--- config.mk ---
export PLATFORM = sky130hd
export DESIGN_NAME = jtag_tap_sampled_flat
export DESIGN_NICKNAME = d
export VERILOG_FILES = /design/src/rtl/jtag_tap_sampled_if.sv /design/src/rtl/jtag_tap_sampled.sv /design/src/flat_wrapper.sv
export SDC_FILE = /design/constraint.sdc
export NUM_CORES = 1
export LEC_CHECK = 0
export CAP_MARGIN = 40
export CORE_MARGIN = 1
export CORE_UTILIZATION = 50
export CTS_BUF_LIST = sky130_fd_sc_hd__clkbuf_2
export CTS_CLUSTER_SIZE = 20
export DETAILED_ROUTE_END_ITERATION = 6
export PLACE_DENSITY = 0.76
export SKIP_LAST_GASP = 1
export SLEW_MARGIN = 30
export SYNTH_ARGS = -nofsm -noshare
export SYNTH_HDL_FRONTEND = slang
export SYNTH_SLANG_ARGS = --single-unit
--- constraint.sdc ---
create_clock -name clk -period 2.45 [get_ports clk]
set_input_delay 0.49 -clock clk [delete_from_list [all_inputs] [get_ports clk]]
set_output_delay 0.49 -clock clk [all_outputs]
set_load 0.01 [all_outputs]
--- src/rtl/jtag_tap_sampled_if.sv ---
// JTAG pins plus the USER data-register capture/update strobes, shared by the
// clk-sampled TAP (slave) and whatever drives the pins (master).
interface jtag_tap_sampled_if #(
    parameter int IR_LEN = 5,
    parameter int DR_LEN = 32
);
    logic              tck;
    logic              tms;
    logic              tdi;
    logic              tdo;
    logic [3:0]        tap_state;
    logic [IR_LEN-1:0] ir_value;
    logic [DR_LEN-1:0] dr_capture_data;
    logic              dr_capture_strobe;
    logic [DR_LEN-1:0] dr_update_data;
    logic              dr_update_valid;

    modport master (
        output tck, tms, tdi, dr_capture_data,
        input  tdo, tap_state, ir_value, dr_capture_strobe, dr_update_data, dr_update_valid
    );

    modport slave (
        input  tck, tms, tdi, dr_capture_data,
        output tdo, tap_state, ir_value, dr_capture_strobe, dr_update_data, dr_update_valid
    );
endinterface

--- src/rtl/jtag_tap_sampled.sv ---
// 1149.1 TAP controller with IR, BYPASS, IDCODE and one USER DR; tck/tms/tdi are
// oversampled on clk and all actions fire on the synchronized tck edges.
//  state | meaning
//  TLR F, RTI C                 | reset / idle
//  SelDR 7 CapDR 6 ShDR 2 Ex1DR 1 PauDR 3 Ex2DR 0 UpdDR 5 | data-register column
//  SelIR 4 CapIR E ShIR A Ex1IR 9 PauIR B Ex2IR 8 UpdIR D | instruction-register column
module jtag_tap_sampled #(
    parameter int                IR_LEN      = 5,
    parameter logic [31:0]       IDCODE_VAL  = 32'h10001001,
    parameter logic [IR_LEN-1:0] USER_IR     = 5'h11,
    parameter int                DR_LEN      = 32,
    parameter int                SYNC_STAGES = 2
) (
    input logic               clk,
    input logic               rst,
    jtag_tap_sampled_if.slave bus
);
    localparam logic [3:0] TLR    = 4'hF;
    localparam logic [3:0] RTI    = 4'hC;
    localparam logic [3:0] SEL_DR = 4'h7;
    localparam logic [3:0] CAP_DR = 4'h6;
    localparam logic [3:0] SH_DR  = 4'h2;
    localparam logic [3:0] EX1_DR = 4'h1;
    localparam logic [3:0] PAU_DR = 4'h3;
    localparam logic [3:0] EX2_DR = 4'h0;
    localparam logic [3:0] UPD_DR = 4'h5;
    localparam logic [3:0] SEL_IR = 4'h4;
    localparam logic [3:0] CAP_IR = 4'hE;
    localparam logic [3:0] SH_IR  = 4'hA;
    localparam logic [3:0] EX1_IR = 4'h9;
    localparam logic [3:0] PAU_IR = 4'hB;
    localparam logic [3:0] EX2_IR = 4'h8;
    localparam logic [3:0] UPD_IR = 4'hD;

    localparam int WARM_W = $clog2(SYNC_STAGES + 2);

    logic [SYNC_STAGES-1:0] tck_sync, tms_sync, tdi_sync;
    logic                   tck_prev;
    logic [WARM_W-1:0]      warm_cnt;
    logic                   tck_s, tms_s, tdi_s, rise, fall;

    logic [3:0]        state, next_state;
    logic [IR_LEN-1:0] ir_shift, ir_value;
    logic [31:0]       idcode_shift;
    logic              bypass_reg;
    logic [DR_LEN-1:0] user_shift, update_data;
    logic              tdo, capture_strobe, update_valid;
    logic              sel_idcode, sel_user, dr_lsb;

    assign tck_s = tck_sync[SYNC_STAGES-1];
    assign tms_s = tms_sync[SYNC_STAGES-1];
    assign tdi_s = tdi_sync[SYNC_STAGES-1];

    // Edges stay masked until the synchronizers have flushed out their reset zeros.
    assign rise = tck_s & ~tck_prev & (warm_cnt == '0);
    assign fall = ~tck_s & tck_prev & (warm_cnt == '0);

    always_ff @(posedge clk) begin
        if (rst) begin
            tck_sync <= '0;
            tms_sync <= '0;
            tdi_sync <= '0;
            tck_prev <= 1'b0;
            warm_cnt <= WARM_W'(SYNC_STAGES + 1);
        end else begin
            tck_sync <= {tck_sync[SYNC_STAGES-2:0], bus.tck};
            tms_sync <= {tms_sync[SYNC_STAGES-2:0], bus.tms};
            tdi_sync <= {tdi_sync[SYNC_STAGES-2:0], bus.tdi};
            tck_prev <= tck_s;
            if (warm_cnt != '0) warm_cnt <= warm_cnt - 1'b1;
        end
    end

    always_comb begin
        next_state = state;
        case (state)
            TLR:     next_state = tms_s ? TLR    : RTI;
            RTI:     next_state = tms_s ? SEL_DR : RTI;
            SEL_DR:  next_state = tms_s ? SEL_IR : CAP_DR;
            CAP_DR:  next_state = tms_s ? EX1_DR : SH_DR;
            SH_DR:   next_state = tms_s ? EX1_DR : SH_DR;
            EX1_DR:  next_state = tms_s ? UPD_DR : PAU_DR;
            PAU_DR:  next_state = tms_s ? EX2_DR : PAU_DR;
            EX2_DR:  next_state = tms_s ? UPD_DR : SH_DR;
            UPD_DR:  next_state = tms_s ? SEL_DR : RTI;
            SEL_IR:  next_state = tms_s ? TLR    : CAP_IR;
            CAP_IR:  next_state = tms_s ? EX1_IR : SH_IR;
            SH_IR:   next_state = tms_s ? EX1_IR : SH_IR;
            EX1_IR:  next_state = tms_s ? UPD_IR : PAU_IR;
            PAU_IR:  next_state = tms_s ? EX2_IR : PAU_IR;
            EX2_IR:  next_state = tms_s ? UPD_IR : SH_IR;
            UPD_IR:  next_state = tms_s ? SEL_DR : RTI;
            default: next_state = TLR;
        endcase
    end

    assign sel_idcode = (ir_value == IR_LEN'(1));
    assign sel_user   = !sel_idcode && (ir_value == USER_IR);
    assign dr_lsb     = sel_idcode ? idcode_shift[0] : (sel_user ? user_shift[0] : bypass_reg);

    always_ff @(posedge clk) begin
        if (rst) begin
            state          <= TLR;
            ir_value       <= IR_LEN'(1);
            ir_shift       <= '0;
            idcode_shift   <= '0;
            bypass_reg     <= 1'b0;
            user_shift     <= '0;
            update_data    <= '0;
            tdo            <= 1'b0;
            capture_strobe <= 1'b0;
            update_valid   <= 1'b0;
        end else begin
            capture_strobe <= 1'b0;
            update_valid   <= 1'b0;
            if (rise) begin
                case (state)
                    CAP_IR: ir_shift <= IR_LEN'(1);
                    SH_IR:  ir_shift <= {tdi_s, ir_shift[IR_LEN-1:1]};
                    CAP_DR: begin
                        if (sel_idcode) begin
                            idcode_shift <= IDCODE_VAL;
                        end else if (sel_user) begin
                            user_shift     <= bus.dr_capture_data;
                            capture_strobe <= 1'b1;
                        end else begin
                            bypass_reg <= 1'b0;
                        end
                    end
                    SH_DR: begin
                        if (sel_idcode)
                            idcode_shift <= {tdi_s, idcode_shift[31:1]};
                        else if (sel_user)
                            user_shift <= (user_shift >> 1) | (DR_LEN'(tdi_s) << (DR_LEN - 1));
                        else
                            bypass_reg <= tdi_s;
                    end
                    default: ;
                endcase
                state <= next_state;
                if (next_state == TLR) ir_value <= IR_LEN'(1);
            end else if (fall) begin
                tdo <= (state == SH_IR) ? ir_shift[0] : ((state == SH_DR) ? dr_lsb : 1'b0);
                if (state == UPD_IR) ir_value <= ir_shift;
                if (state == UPD_DR && sel_user) begin
                    update_data  <= user_shift;
                    update_valid <= 1'b1;
                end
            end
        end
    end

    assign bus.tdo               = tdo;
    assign bus.tap_state         = state;
    assign bus.ir_value          = ir_value;
    assign bus.dr_capture_strobe = capture_strobe;
    assign bus.dr_update_data    = update_data;
    assign bus.dr_update_valid   = update_valid;
endmodule
--- src/flat_wrapper.sv ---
// flat-port wrapper written by rule: the top's interface ports become plain ports
module jtag_tap_sampled_flat 
#(
    parameter int                IR_LEN      = 5,
    parameter logic [31:0]       IDCODE_VAL  = 32'h10001001,
    parameter logic [IR_LEN-1:0] USER_IR     = 5'h11,
    parameter int                DR_LEN      = 32,
    parameter int                SYNC_STAGES = 2
)
  (clk, rst, bus_tck, bus_tms, bus_tdi, bus_dr_capture_data, bus_tdo, bus_tap_state, bus_ir_value, bus_dr_capture_strobe, bus_dr_update_data, bus_dr_update_valid);
  jtag_tap_sampled_if #(.IR_LEN(IR_LEN), .DR_LEN(DR_LEN)) bus_i ();
  input logic clk;
  input logic rst;
  input wire logic [$bits(bus_i.tck)-1:0] bus_tck;
  input wire logic [$bits(bus_i.tms)-1:0] bus_tms;
  input wire logic [$bits(bus_i.tdi)-1:0] bus_tdi;
  input wire logic [$bits(bus_i.dr_capture_data)-1:0] bus_dr_capture_data;
  output wire logic [$bits(bus_i.tdo)-1:0] bus_tdo;
  output wire logic [$bits(bus_i.tap_state)-1:0] bus_tap_state;
  output wire logic [$bits(bus_i.ir_value)-1:0] bus_ir_value;
  output wire logic [$bits(bus_i.dr_capture_strobe)-1:0] bus_dr_capture_strobe;
  output wire logic [$bits(bus_i.dr_update_data)-1:0] bus_dr_update_data;
  output wire logic [$bits(bus_i.dr_update_valid)-1:0] bus_dr_update_valid;
  assign bus_i.tck = bus_tck;
  assign bus_i.tms = bus_tms;
  assign bus_i.tdi = bus_tdi;
  assign bus_i.dr_capture_data = bus_dr_capture_data;
  assign bus_tdo = bus_i.tdo;
  assign bus_tap_state = bus_i.tap_state;
  assign bus_ir_value = bus_i.ir_value;
  assign bus_dr_capture_strobe = bus_i.dr_capture_strobe;
  assign bus_dr_update_data = bus_i.dr_update_data;
  assign bus_dr_update_valid = bus_i.dr_update_valid;
  jtag_tap_sampled #(.IR_LEN(IR_LEN), .IDCODE_VAL(IDCODE_VAL), .USER_IR(USER_IR), .DR_LEN(DR_LEN), .SYNC_STAGES(SYNC_STAGES)) u_core (.clk(clk), .rst(rst), .bus(bus_i));
endmodule
# Yosys cells after proc, flatten, opt, wreduce, memory -nomap -nowiden
# Cells that the tools add are included.
# totals
register_bits	123
inputBits	37
output_inout_bits	44
# op_classes
eq_ne	27
n_mux	37
reduce_logical	22
bitwise_logic	10
addsub	1
# op_table
cell	n
$mux 32	6
$pmux 32 s2	2
$pmux 4 s12	1
$eq 4x4->1 const B	9
$or 31x32->32	1
$mux 5	4
$eq 4x3->1 const B	4
$mux 2	6
$mux 3	4
$reduce_and 6->1	2
$mux 1	11
$ne 2x2->1 const B	5
$pmux 5 s2	1
$reduce_bool 2->1	5
$eq 4x2->1 const B	2
$ne 2x1->1 const B	4
$reduce_and 3->1	2
$reduce_or 3->1	2
$eq 5x1->1 const B	1
$eq 5x5->1 const B	1
$not 1->1	5
$and 1x1->1	4
$eq 4x1->1 const B	1
$logic_not 4->1	1
other kinds (10)	13

# Logic depth before layout (Yosys ltp)
# Gate-level depths: netlist (run 1).
# depth
depth_word	7
depth_mapped	9
depth_no_buf	6

# Worst setup path after synthesis (run 1)
# Ideal clock, no wire load.
# synth_path
path_type	register to register
start	register u_core.warm_cnt[0]
end	register u_core.idcode_shift[0]
setup_slack_ns	0.462
n_path_buf	3
required_time_ns	2.319
stages_incl_launch_ff	10
setup_ns	0.131
period_less_slack_ns	1.988
arrival_ns	1.856
cell_sequence	dfxtp_1 inv_1 ha_1 clkbuf_1 nand3b_1 or4_1 buf_2 buf_6 nor3b_2 nor3_1
# synth_via
elab_chain_cells	3
# synth_rtl
item	line_no	text
start: declaration	jtag_tap_sampled.sv:39	logic [WARM_W-1:0] warm_cnt;
start signal: assignment	jtag_tap_sampled.sv:64	warm_cnt <= WARM_W'(SYNC_STAGES + 1);
start signal: assignment	jtag_tap_sampled.sv:70	if (warm_cnt != '0) warm_cnt <= warm_cnt - 1'b1;
$logic_not 2->1	jtag_tap_sampled.sv:55	assign rise = tck_s & ~tck_prev & (warm_cnt == '0);
$and 1x1->1	jtag_tap_sampled.sv:55	
$reduce_and 4->1 (no line)	n/a	
end signal: assignment	jtag_tap_sampled.sv:132	idcode_shift <= {tdi_s, idcode_shift[31:1]};
end: declaration	jtag_tap_sampled.sv:44	logic [31:0] idcode_shift;
# No other way between the ends.
# A chain may end at the register's enable or synchronous reset.

# Worst setup path in the final report (run 1)
# layout_path
start	register u_core.state[3], in the netlist u_core.bus.tap_state[3]
end	output bus_tap_state[3]
# layout_rtl
item	line_no	text
start: declaration	jtag_tap_sampled.sv:42	logic [3:0] state, next_state;
start signal: assignment	jtag_tap_sampled.sv:140	state <= next_state;
end: declaration	flat_wrapper.sv:19	output wire logic [$bits(bus_i.tap_state)-1:0] bus_tap_state;
# No word-level cell between the ends.

==> results of run 1 <==
synth_stat cells (2+ instances only):
master and instances:
a211o_1 2, a211oi_1 33, a21oi_1 39, a31oi_1 3, and3b_1 3, buf_2 19, buf_4 4, clkbuf_1 22
dfxtp_1 123, inv_1 4, mux2i_1 67, nand2_1 38, nand2b_1 2, nand3_1 36, nand3b_1 7, nand4_1 2
nor2_1 75, nor2b_1 7, nor3_1 8, nor3b_1 3, nor4_2 2, o21ai_0 5, o32a_1 2, or2_2 3
or4_1 2
report_power, final:
| part | internal, uW | switching [uW] |
|---|---|---|
| sequential | 2020 | 15.4 |
| clock | 443 | 732 |
| combinational | 91.5 | 71.5 |
cell families (layout without fill, tap and decap cells):
| logic type | after synthesis | after routing | share of synthesized area [%] |
|---|---|---|---|
| and+or+nand+nor | 197 | 197 | 19.6 |
| buffers and inverters | 50 | 125 | 4.77 |
| adders and majority gates | 1 | 1 | 0.255 |
| AOI/OAI and AO/OA | 88 | 88 | 11.4 |
| DFF | 123 | 123 | 50.2 |
| xor gates and xnor gates | 1 | 1 | 0.179 |
| muxes | 67 | 67 | 13.7 |
layout make-up:
type,instances,area share (%)
Timing Repair Buffer,90,15.4
Inverter,4,0.250
Sequential cell,123,41.0
Clock buffer,17,1.41
Multi-Input combinational cell,354,37.1
Clock inverter,14,2.18
Tap cell,129,2.68
metal layers:
| metal | vias up | share of wire, % |
|---|---|---|
| met3 | 10 | 5.5 |
| met1 | 1871 | 46 |
| met2 | 86 | 47 |
| met4 | 0 | 1.1 |
| met5 | - | 0 |
| li1 | 1977 | - |
through the flow:
| step | util, % | setup slack (ns) |
|---|---|---|
| final | 64.2 | 0.134 |
| after global routing | 64.2 | 0.00506 |
| after CTS | 64.2 | 0.0410 |
| after detailed placement | 61.8 | 0.294 |
| after global placement | 61.8 | 0.339 |
| after floorplan | - | 0.462 |
worst paths after layout:
check,cells after the start,endpoint
hold reg to reg,1,u_core.tdi_sync[1]
setup reg to reg,5,u_core.idcode_shift[0]
setup / recovery,1,bus_tap_state[3]
hold / removal,2,u_core.bus.dr_update_data[3]
repair_timing:
item	4_1_cts	5_1_grt
pin swaps	0	0
buffers inserted	0	0
endpoints found under the hold margin	0	0
resized for setup	1	1
endpoints found under the setup margin	1	1
==> out/qor.yml, run 1 <==
status: "finished clean"
syn_to_final_growth_pct: 22.6
setup_viol: 0
multiInputGateArea_um2: 2230
required_ns: 1.96
power_density_nw_per_um2: 561
maxCapViolCount: 0
arrival_ns: 1.83
ir_drop_mv: 0.300
ioPinCount: 81
final-instance-count-excl-fill: 731
synth-seq-cells: 123
syn-instance-count: 527
io_buffer_count: 80
layout_commonest_cell: "dfxtp_1"
cp_max_fo: 12
coreArea_um2: 9370
crit_chain: "clkdlybuf4s50_1"
antenna_cells: 0
clk_pin_slew_ns: 0.18
cts_buffers: 17
antenna_found_initial: 0
r2r-start: "u_core.bus.ir_value[1]"
fin_nets: 628
hp-start: "rst"
drive_gt1_share_pct: 8.47
gp_congestion: 0.814
dpl.cell_count: 700
p_leak_uw: 0.00220
yosys.area.top_type_share_pct: 50.2
grt_use_met1_pct: 26.1
slowest_delay_ns: 0.61
cts_max_path_buffers: 2
cts-root-buf: "clkbuf_2"
cts_max_level: 4
final_hold_viol_count: 0
grt_pass1_wl_um: 16500
via_per_inst: 5.40
antenna_left: 0
die_w_um: 101
cts_sinks: 123
yosysWarnings: 0
gr-usage-met3_pct: 6.31
synth_edf_count: 0
rrSetupSlack_ns: 0.28
drc: 0
async_flop_share_pct: 0
cp-start-kind: "register"
grt_overflow: 0
routed_wl_um: 10200
postLayoutCellArea_um2: 6010
clkLatencyLatePin_ns: 0.64
path_delay_family: "buffers and inverters"
postCtsHoldBufs: 0
nFillCells: 814
die_h_um: 101
yosysUniqueCellTypes: 41
synthesis.area_um2: 4910
first_global_vias: 3623
dp_hpwl_um: 6510
die_area_um2: 10200
yosysTopAreaCell: "dfxtp_1"
holdWs_ns: 0.325
vias: 3944
synthFlopType: "dfxtp_1"
first_iter_violations: 127
timing.slew.headroom_pct: 59.0
finalPower_uw: 3370
wl_per_cell_um: 14.0
startpoint: "u_core.bus.tap_state[3]"
crit_path_top_delay_cell: "clkdlybuf4s50_1"
path_buf_inv: 1
cts_tree: "yes"
post-route-period-util_pct: 94.5
finalCriticalPeriod_ns: 2.32
start_util_pct: 52.3
globalRouteMet2Util_pct: 32.8
path_class: "reg -> out"
final_cell_mix: "dfxtp_1 (121), clkdlybuf4s50_1 (79), nor2_1 (75), mux2i_1 (67), a21oi_1 (39)"
grt_usage_pct: 20.6
first_pass_iters: 4
dpl_cell_area_um2: 5800
fin_tns_setup_ns: 0
regArea_um2: 2460
num_rows: 35
ys_seq_area_share_pct: 50.2
worst_slew_pin_slew_ns: 0.616
cp-end-kind: "primary output"
syn_nets: 565
synth_area_leaders: "dfxtp_1 (50%), mux2i_1 (14%), nor2_1 (5.7%), a211oi_1 (5.0%), a21oi_1 (4.0%)"
grt-busiest-layer: "met2"
grt_max_degree: 66
min_path_type: "in -> reg"
slew_viol_final: 0
skew_ns: 0.0202
syn_area_per_cell_um2: 9.31
rsz0062_at_grt: "no"
max_freq_ghz: 0.432
Note: power is estimated with default switching activity, not from simulation.
==> run 2: changes to the inputs <==
--- a/config.mk
+++ b/config.mk
@@ -5,13 +5,15 @@
 export SDC_FILE = /design/constraint.sdc
 export NUM_CORES = 1
 export LEC_CHECK = 0
+export ABC_AREA = 1
 export CAP_MARGIN = 40
 export CORE_MARGIN = 1
 export CORE_UTILIZATION = 50
 export CTS_BUF_LIST = sky130_fd_sc_hd__clkbuf_2
 export CTS_CLUSTER_SIZE = 20
 export DETAILED_ROUTE_END_ITERATION = 6
-export PLACE_DENSITY = 0.76
+export GPL_ROUTABILITY_DRIVEN = 0
+export PLACE_DENSITY_LB_ADDON = 0.08
 export SKIP_LAST_GASP = 1
 export SLEW_MARGIN = 30
 export SYNTH_ARGS = -nofsm -noshare
==> run 2 against run 1 <==
Clock skew grew 0.011 ns. Via count up 8.5%. Sequential share of layout area decreased by 0.83 points. Combinational power about the same. Die area increased by 4.0%. Sequential power hardly changed. Cell count grew 15%. Global-route usage rose by 0.51 points. Count of clock-buffer cells in the layout stayed put. Critical path type unchanged. Critical endpoint is now bus_tap_state[1]. Largest power group unchanged.
==> out/qor.yml, run 2 <==
syn-instance-count: 629  # +19%
power_density_nw_per_um2: 581  # +3.7%
rsz0062_at_grt: "no"
worst_slew_pin_slew_ns: 0.750  # +0.134 ns
rrSetupSlack_ns: 0.29  # about the same
yosys.area.top_type_share_pct: 48.2  # -2.0 points
yosysWarnings: 0  # unchanged
cp-end-kind: "primary output"
cp_max_fo: 11  # -1
setup_viol: 0  # unchanged
maxCapViolCount: 0  # unchanged
clkLatencyLatePin_ns: 0.62  # -0.02 ns
first_global_vias: 3801  # +4.9%
drc: 0  # unchanged
status: "finished clean"
drive_gt1_share_pct: 13.9  # +5.4 points
cts_max_path_buffers: 2  # unchanged
grt_overflow: 0  # unchanged
crit_chain: "clkdlybuf4s50_1"
cp-start-kind: "register"
timing.slew.headroom_pct: 50.0  # -8.9 points
slowest_delay_ns: 0.62  # about the same
ir_drop_mv: 0.451  # +50%
cts-root-buf: "clkbuf_2"
grt_usage_pct: 21.2  # +0.51 points
finalCriticalPeriod_ns: 2.33  # +0.0138 ns
arrival_ns: 1.84  # about the same
wl_per_cell_um: 12.6  # -9.6%
vias: 4278  # +8.5%
die_h_um: 103  # +2.0%
min_path_type: "in -> reg"
nFillCells: 939  # +15%
clk_pin_slew_ns: 0.17  # about the same
path_buf_inv: 1  # unchanged
ys_seq_area_share_pct: 48.2  # -2.0 points
cts_buffers: 17  # unchanged
synth_edf_count: 0  # unchanged
die_area_um2: 10600  # +4.0%
cts_tree: "yes"
yosysUniqueCellTypes: 37  # -9.8%
post-route-period-util_pct: 95.1  # +0.56 points
post-cts-setup-buffers: 0  # unchanged
crit_path_top_delay_cell: "clkdlybuf4s50_1"
dp_hpwl_um: 6860  # +5.3%
skew_ns: 0.0314  # +0.0112 ns
antenna_cells: 0  # unchanged
grt_max_degree: 65  # -1.5%
io_buffer_count: 80  # unchanged
syn_area_per_cell_um2: 8.12  # -13%
synthFlopType: "dfxtp_1"
required_ns: 1.96  # about the same
fin_tns_setup_ns: 0  # unchanged
slew_viol_final: 0  # unchanged
async_flop_share_pct: 0  # unchanged
path_delay_family: "buffers and inverters"
first_iter_violations: 165  # +30%
antenna_left: 0  # unchanged
layout_commonest_cell: "dfxtp_1"
yosysTopAreaCell: "dfxtp_1"
ioPinCount: 81  # unchanged
antenna_found_initial: 0  # unchanged
syn_to_final_growth_pct: 20.1
synthMostInstantiatedCell: "dfxtp_1"
grt_pass1_wl_um: 17400  # +5.8%
cp_num_cells: 1  # unchanged
cts_resized: 0  # -1
syn_nets: 667  # +18%
max_freq_ghz: 0.429  # -0.59%
postCtsHoldBufs: 0  # unchanged
fin_nets: 732  # +17%
coreArea_um2: 9820  # +4.8%
via_per_inst: 5.10  # -5.5%
worstHoldPathCells: 4  # +2
synthesis.area_um2: 5100  # +4.1%
die_w_um: 103  # +2.0%
p_leak_uw: 0.00233  # +5.8%
synth-seq-cells: 123  # unchanged
num_rows: 36  # +2.9%
synth_area_leaders: "dfxtp_1 (48%), a21oi_1 (9.9%), nand2_1 (5.7%), nor3_2 (5.3%), o21ai_1 (4.4%)"
path_class: "reg -> out"
start_util_pct: 52.0  # -0.36 points
synth_common_cells: "dfxtp_1 (123), a21oi_1 (101), nand2_1 (78)"
cts_sinks: 123  # unchanged
final_hold_viol_count: 0  # unchanged
first_pass_iters: 4  # unchanged
routed_wl_um: 10600  # +3.7%
holdWs_ns: 0.136  # -0.189 ns
reg2regPathDepth: 8  # +3
final_cell_mix: "dfxtp_1 (123), a21oi_1 (101), clkdlybuf4s50_1 (79), nand2_1 (78), nor2_1 (54)"
cts_max_level: 4  # unchanged
run 2: cell count changes in the layout (fill, tap and decap cells not counted), moves of 7 or more:
cell / previous run / this run
a211oi_1: 33 / 1
o21ai_1: 0 / 45
nand3_1: 36 / 14
a21oi_1: 39 / 101
inv_1: 4 / 50
nand2_1: 38 / 78
nor2_2: 0 / 11
o21ai_0: 5 / 41
nor2_1: 75 / 54
mux2i_1: 67 / 0
nor3_2: 0 / 27
nor2b_1: 7 / 0
run 2: cells by family after synthesis:
| kind of cell | after synthesis | share of synthesized area [%] |
|---|---|---|
| flops | 123 | 48.2 |
| simple gates | 203 | 20.5 |
| fa+ha+maj | 1 | 0.245 |
| compound gates | 205 | 21.6 |
| buf+inv | 97 | 9.39 |
run 2: worst paths after layout:
path / to / start
max: bus_tap_state[1] / u_core.bus.tap_state[1]
min: u_core.tck_prev / rst
max reg2reg: u_core.user_shift[21] / u_core.warm_cnt[0]
min reg2reg: u_core.tck_sync[1] / u_core.tck_sync[0]
run 2: metal layers:
metal	GRT usage [%]	share of wire [%]	vias up
met1	26.4	46	1949
met2	35.5	47	91
li1	-	-	2230
met4	7.37	0.75	0
met3	5.42	5.5	8
met5	0	0	-
run 2: where the power goes:
part	internal, uW	leakage (uW)	switching (uW)
Sequential	2020	0.000992	10.5
Combinational	79.1	0.00118	85.0
Clock	651	0.000150	725
run 2: area by class of cell:
class | count | area [um2] | area share [%]
well taps | 133 | 166 | 2.71
flip-flops and latches | 123 | 2460 | 40.1
inverters | 55 | 221 | 3.61
multi-input cells | 409 | 2160 | 35.3
repair buffers | 88 | 856 | 14.0
clock buffers | 17 | 85.1 | 1.39
clock inverters | 14 | 179 | 2.92
run 2: per-stage QoR:
| step | cell area, um2 | cells | power (uW) | setup slack [ns] | util (%) |
|---|---|---|---|---|---|
| final | 6130 | 839 | 3570 | 0.120 | 62.5 |
| after global routing | 6130 | 839 | 3720 | 0.00104 | 62.5 |
| after CTS | 6130 | 839 | 3610 | 0.0658 | 62.5 |
| after detailed placement | 5870 | 808 | 2230 | 0.376 | 59.8 |
| after global placement | 5870 | 808 | 2230 | 0.498 | 59.8 |
| after floorplan | 5100 | 629 | 2150 | 0.794 | - |
